$ cat config.mk
export PLATFORM = sky130hd
export DESIGN_NAME = line_endpoint_regs
export DESIGN_NICKNAME = d
export VERILOG_FILES = /design/src/rtl/line_endpoint_regs.sv
export SDC_FILE = /design/constraint.sdc
export NUM_CORES = 1
export LEC_CHECK = 0
export ABC_AREA = 1
export BUFFER_PORTS_ARGS = -buffer_cell sky130_fd_sc_hd__buf_2
export CAP_MARGIN = 20
export CORE_AREA = 3 3 81 160
export CTS_CLUSTER_DIAMETER = 80
export DETAILED_ROUTE_END_ITERATION = 8
export DIE_AREA = 0 0 84 163
export PLACE_DENSITY = 0.9
export SYNTH_ARGS = -nofsm -noshare
export SYNTH_HDL_FRONTEND = slang
export SYNTH_SLANG_ARGS = --single-unit
$ cat constraint.sdc
create_clock -name clk -period 4.2 [get_ports clk]
set_input_delay 0.21 -clock clk [delete_from_list [all_inputs] [get_ports clk]]
set_output_delay 0.21 -clock clk [all_outputs]
set_load 0.005 [all_outputs]
$ cat src/rtl/line_endpoint_regs.sv
// Double-buffered line endpoint bank feeding the Bresenham drawer.
// Shadow set is written over Avalon-MM and swapped in at the blanking row.
module line_endpoint_regs #(
  parameter int H_ACTIVE = 800,
  parameter int V_ACTIVE = 480
) (
  input  logic        clk,
  input  logic        reset,
  input  logic [2:0]  avs_address,
  input  logic        avs_write,
  input  logic [31:0] avs_writedata,
  input  logic        avs_read,
  output logic [31:0] avs_readdata,
  input  logic [10:0] x_cnt,
  input  logic [9:0]  y_cnt,
  output logic [10:0] x0,
  output logic [9:0]  y0,
  output logic [10:0] x1,
  output logic [9:0]  y1,
  output logic        line_en,
  output logic        frame_tick
);

  localparam logic [10:0] XMAX  = 11'(H_ACTIVE - 1);
  localparam logic [9:0]  YMAX  = 10'(V_ACTIVE - 1);
  localparam logic [9:0]  YSWAP = 10'(V_ACTIVE);

  logic [10:0] r_sx0, r_sx1;
  logic [9:0]  r_sy0, r_sy1;
  logic        r_sen;
  logic        r_pending;
  logic [15:0] r_frame_cnt;
  logic        r_at_swap;
  logic        r_at_swap_d;
  logic [10:0] r_x0, r_x1;
  logic [9:0]  r_y0, r_y1;
  logic        r_en;
  logic [31:0] r_rdata;

  logic        w_wr_p0;
  logic        w_wr_p1;
  logic        w_wr_ctrl;
  logic        w_commit;
  logic        w_at_swap;
  logic        w_tick;
  logic        w_swap;
  logic [10:0] w_cx0, w_cx1;
  logic [9:0]  w_cy0, w_cy1;
  logic        w_order;
  logic [10:0] w_nx0, w_nx1;
  logic [9:0]  w_ny0, w_ny1;
  logic [31:0] w_rmux;
  logic        w_unused;

  assign w_wr_p0   = avs_write && (avs_address == 3'd0);
  assign w_wr_p1   = avs_write && (avs_address == 3'd1);
  assign w_wr_ctrl = avs_write && (avs_address == 3'd2);
  assign w_commit  = w_wr_ctrl && avs_writedata[0];
  assign w_unused  = ^{avs_writedata[31:26], avs_writedata[15:11]};

  assign w_at_swap = (x_cnt == 11'd0) && (y_cnt == YSWAP);
  assign w_tick    = r_at_swap && !r_at_swap_d;
  assign w_swap    = w_tick && r_pending;

  assign w_cx0 = (r_sx0 > XMAX) ? XMAX : r_sx0;
  assign w_cx1 = (r_sx1 > XMAX) ? XMAX : r_sx1;
  assign w_cy0 = (r_sy0 > YMAX) ? YMAX : r_sy0;
  assign w_cy1 = (r_sy1 > YMAX) ? YMAX : r_sy1;

  // Strictly greater only, so equal rows keep the written order.
  assign w_order = w_cy0 > w_cy1;
  assign w_nx0   = w_order ? w_cx1 : w_cx0;
  assign w_ny0   = w_order ? w_cy1 : w_cy0;
  assign w_nx1   = w_order ? w_cx0 : w_cx1;
  assign w_ny1   = w_order ? w_cy0 : w_cy1;

  always_comb begin
    w_rmux = 32'd0;
    unique case (avs_address)
      3'd0:    w_rmux = {6'd0, r_sy0, 5'd0, r_sx0};
      3'd1:    w_rmux = {6'd0, r_sy1, 5'd0, r_sx1};
      3'd2:    w_rmux = {30'd0, r_sen, 1'b0};
      3'd3:    w_rmux = {r_frame_cnt, 15'd0, r_pending};
      default: w_rmux = 32'd0;
    endcase
  end

  always_ff @(posedge clk or posedge reset) begin
    if (reset) begin
      r_at_swap   <= 1'b0;
      r_at_swap_d <= 1'b0;
    end else begin
      r_at_swap   <= w_at_swap;
      r_at_swap_d <= r_at_swap;
    end
  end

  always_ff @(posedge clk or posedge reset) begin
    if (reset) begin
      r_sx0 <= '0;
      r_sy0 <= '0;
      r_sx1 <= '0;
      r_sy1 <= '0;
      r_sen <= 1'b0;
    end else begin
      if (w_wr_p0) begin
        r_sx0 <= avs_writedata[10:0];
        r_sy0 <= avs_writedata[25:16];
      end
      if (w_wr_p1) begin
        r_sx1 <= avs_writedata[10:0];
        r_sy1 <= avs_writedata[25:16];
      end
      if (w_wr_ctrl) begin
        r_sen <= avs_writedata[1];
      end
    end
  end

  // A swap consumes the pending commit; a commit landing on that edge is absorbed.
  always_ff @(posedge clk or posedge reset) begin
    if (reset) begin
      r_pending   <= 1'b0;
      r_frame_cnt <= '0;
    end else begin
      if (w_swap) begin
        r_pending <= 1'b0;
      end else if (w_commit) begin
        r_pending <= 1'b1;
      end
      if (w_tick) begin
        r_frame_cnt <= r_frame_cnt + 16'd1;
      end
    end
  end

  always_ff @(posedge clk or posedge reset) begin
    if (reset) begin
      r_x0 <= '0;
      r_y0 <= '0;
      r_x1 <= '0;
      r_y1 <= '0;
      r_en <= 1'b0;
    end else if (w_swap) begin
      r_x0 <= w_nx0;
      r_y0 <= w_ny0;
      r_x1 <= w_nx1;
      r_y1 <= w_ny1;
      r_en <= r_sen;
    end
  end

  always_ff @(posedge clk or posedge reset) begin
    if (reset) begin
      r_rdata <= '0;
    end else if (avs_read) begin
      r_rdata <= w_rmux;
    end
  end

  assign x0           = r_x0;
  assign y0           = r_y0;
  assign x1           = r_x1;
  assign y1           = r_y1;
  assign line_en      = r_en;
  assign frame_tick   = w_tick;
  assign avs_readdata = r_rdata;

endmodule

==> metrics list <==
- Clock tree synthesis inserted a total of 17 buffers.
- Slew Limit Fails: 0
* Power Density: 456 nW/µm²
* Aggregate negative setup slack: 0 ns
- Biggest area contributors in the synthesized netlist: dfrtp_1, nand2_1, nand3_1, inv_1, o21ai_0
* Number of antenna violations at the first check in global routing: 0
- Setup violations remaining at the end of the flow were counted as 0.
- Worst-path fanout max: 30
- For this run, the leading register cell type out of synthesis is dfrtp_1.
* Pre-CTS setup slack: 1.23 ns
- The first global-routing pass estimated 25.3 mm of wire.
- IR analysis of the VDD net gives a maximum drop of 0.000344 V.
* Outcome: complete, no violations
- Clock tree synthesis found a total of 132 sinks.
* Post-route clock period utilization: 63.6%
* Total Power: 3.51 mW
* Clock Pin Slew Worst Setup and Hold Paths: 0.05 ns
- Antenna violation net count after detailed routing: 0
- The synthesized design devotes to its leading area cell type 50.8% of total area.
- Final hold vios: 0
* Library cell used as clock root buffer: clkbuf_16
- Final GP Congestion: 0.855
- The floorplan step set the die height to 163 µm.
* Area of the core: 11800 µm²
- Leakage power total: 3.95 nW
- The die is 84 µm wide.
- Counting flops with a built-in enable in the synthesized netlist gives 0.
- After synthesis the netlist holds a flip-flop and latch count of 132.
- In the final routed layout, each cell accounts on average for 14.1 µm.
- After layout, the worst setup slack is 1.53 ns.
- Number of antenna cells inserted: 0
- Maxcap violations: 0
- The floorplan step defined a die boundary enclosing 13700 µm².
* Unrepaired setup endpoints after global routing: no
- Number of buffers inserted by port buffering: 119
- Drt first-iter violations: 334
- In the routed layout, each cell is associated on average with a via count of 5.33.
- Distinct cell type count after synthesis: 35
- First drt pass iteration count: 5
* Boundary Pins: 136
- Sequential cells were found to cover 50.8% of the synthesized design area.
- The cell count after synthesis came out at 796.
* Crit start category: flop
- Req. time, crit path: 4.49 ns
- Starting utilization of the core area: 54.9%
* Number of global-route vias before repair: 5544
- From synthesis to final layout, the design area changed by 18.4%.
- The worst pin sits at a relative slew slack of 38.9%.
- In this run the core area contains 56 standard-cell rows.
- Worst hold path type: primary input to flop
- Clock network latency to the later pin of the worst-skew pair: 0.41 ns
- WS Path Type: flop to flop
- Clock period minus final worst setup slack: 2.67 ns
- For this run, asynchronously set or reset flops after synthesis account for 100%.
- Entering global routing, the biggest net connects 54 pins.
- At the worst endpoint, the arrival time is 2.97 ns.
- Average cell area after synthesis: 8.17 µm²
* CTS max path bufs: 2
- Post-route clock skew: 0.00904 ns
* Final design area excluding fillers: 7700 µm²
* Overflow after GRT: 0
- Detailed Place HPWL: 10.8 mm
- For this block, the routed nets add up to 15.0 mm of wire.
- In this run the cell area of the synthesized design comes to 6510 µm².
- In the global route stage, overall resource usage came out at 22.8%.
- H-tree lvl count: 4
- Of the cells placed in the final design, the portion with a size suffix greater than 1 is 20.6%.
* Number of synthesis warnings: 0
* Sort of element at the end of the critical path: flop
* Detailed-route DRC error count: 0
- Number of nets at the end of the flow: 976
* Utilization after layout: 65.0%
* TritonCTS clock tree: done
- Placed instance area: 7110 µm²
* Yosys top cell by area: dfrtp_1
- At the pin with the least slew margin, the transition time is 0.912 ns.
* Count of vias placed by the detailed router: 5641
* Maximum frequency from static timing analysis: 0.374 GHz
path summary, 6_finish.rpt:
check	endpoint	cells past startpoint	start	slack, ns
min in group asynchronous	avs_readdata[21]	3	reset	0.38
worst max-delay path	x0[2]	17	r_sy0[7]	1.53
worst min-delay path	r_at_swap	3	x_cnt[4]	0.03
worst min register to register	r_at_swap_d	0	r_at_swap	0.38
max in group asynchronous	avs_readdata[0]	4	reset	2.79
worst max register to register	x0[2]	17	r_sy0[7]	1.53
per-layer routing:
metal	part of all wire (%)	GRT usage, %	up-vias
met5	0	0	-
met4	3.6	10.9	0
met3	5.6	5.22	47
met2	52	39.8	213
met1	39	26.2	2635
li1	-	-	2746
what timing repair did:
| item | 4_1_cts | 5_1_grt |
|---|---|---|
| hold buffers | 1 | 0 |
| buffers inserted | 0 | 0 |
| resized for setup | 0 | 0 |
| endpoints found under the hold margin | 36 | 0 |
area by class of cell:
class / count / area [µm²]
fill: 954 / 4140
sequential: 132 / 3300
multi-input combinational: 540 / 2660
timing repair buffer: 126 / 671
clock buffer: 23 / 478
inverter: 88 / 333
tap: 145 / 181
clock inverter: 5 / 77.6
worst max-delay path, cell delays in order (launching register included):
cell and delay, ns:
dfrtp_1 0.41, nand3_1 0.11, o21ai_2 0.33, inv_1 0.07, nand2_1 0.10, inv_1 0.05, ha_1 0.31, nand2_1 0.11
inv_1 0.05, nand2_1 0.06, nand2_1 0.05, nand2_1 0.08, nand3_2 0.08, nand2_1 0.30, buf_16 0.22, nand2_1 0.07
nand3_1 0.08, nand2_1 0.06
per-stage QoR:
stage	hold WS, ns	std cells
finish	0.0283	1059
global route	0.0314	1059
CTS	0.0125	1058
detailed placement	0.263	1029
global placement	0.259	1029
floorplan	0.354	801
cell families (layout without fill, tap and decap cells):
family	after synthesis	count (layout)	synth area share (%)
mux	10	10	1.73
other cells	2	7	0.115
xor+xnor	14	14	1.88
flops	132	132	50.8
compound gates	82	82	6.98
fa+ha+maj	11	11	2.12
buf+inv	129	242	8.65
simple gates	416	416	27.7
placed cells by master, fill, tap and decap left out, types with 7 or more instances in the layout:
master     count
inv_1         81
nand3_1      104
ha_1          11
o21ai_0       35
mux2_2        10
conb_1         7
nand2_1      243
dfrtp_1      132
nor2_1        40
clkbuf_16     17
xor2_1         9
o21ai_1       31
buf_2        119
state kept, by name, summed over array words and instances, names as in the netlist:
| signal | count |
|---|---|
| avs_readdata | 27 |
| r_frame_cnt | 16 |
| r_sx0 | 11 |
| r_sx1 | 11 |
| x0 | 11 |
| x1 | 11 |
| r_sy0 | 10 |
| r_sy1 | 10 |
| y0 | 10 |
| y1 | 10 |
| line_en | 1 |
| r_at_swap | 1 |
| r_at_swap_d | 1 |
| r_pending | 1 |
| r_sen | 1 |
Yosys cell counts (4+ instances only):
master / number
nor2_4: 4
buf_2: 15
xnor2_1: 5
clkbuf_1: 13
nor3_1: 4
xor2_1: 9
dfrtp_1: 132
a22o_1: 6
mux2_2: 10
inv_2: 6
nand2_2: 5
inv_1: 82
o21ai_0: 35
buf_4: 10
o21ai_1: 31
nand2_1: 243
nor2_1: 40
nand3_1: 104
ha_1: 11
power breakdown:
| part | internal (mW) | switching (mW) |
|---|---|---|
| sequential | 1.37 | 0.0906 |
| combinational | 0.236 | 0.411 |
| clock | 0.905 | 0.504 |
| total | 2.51 | 1.01 |
Power figures use the tool's default switching activity.
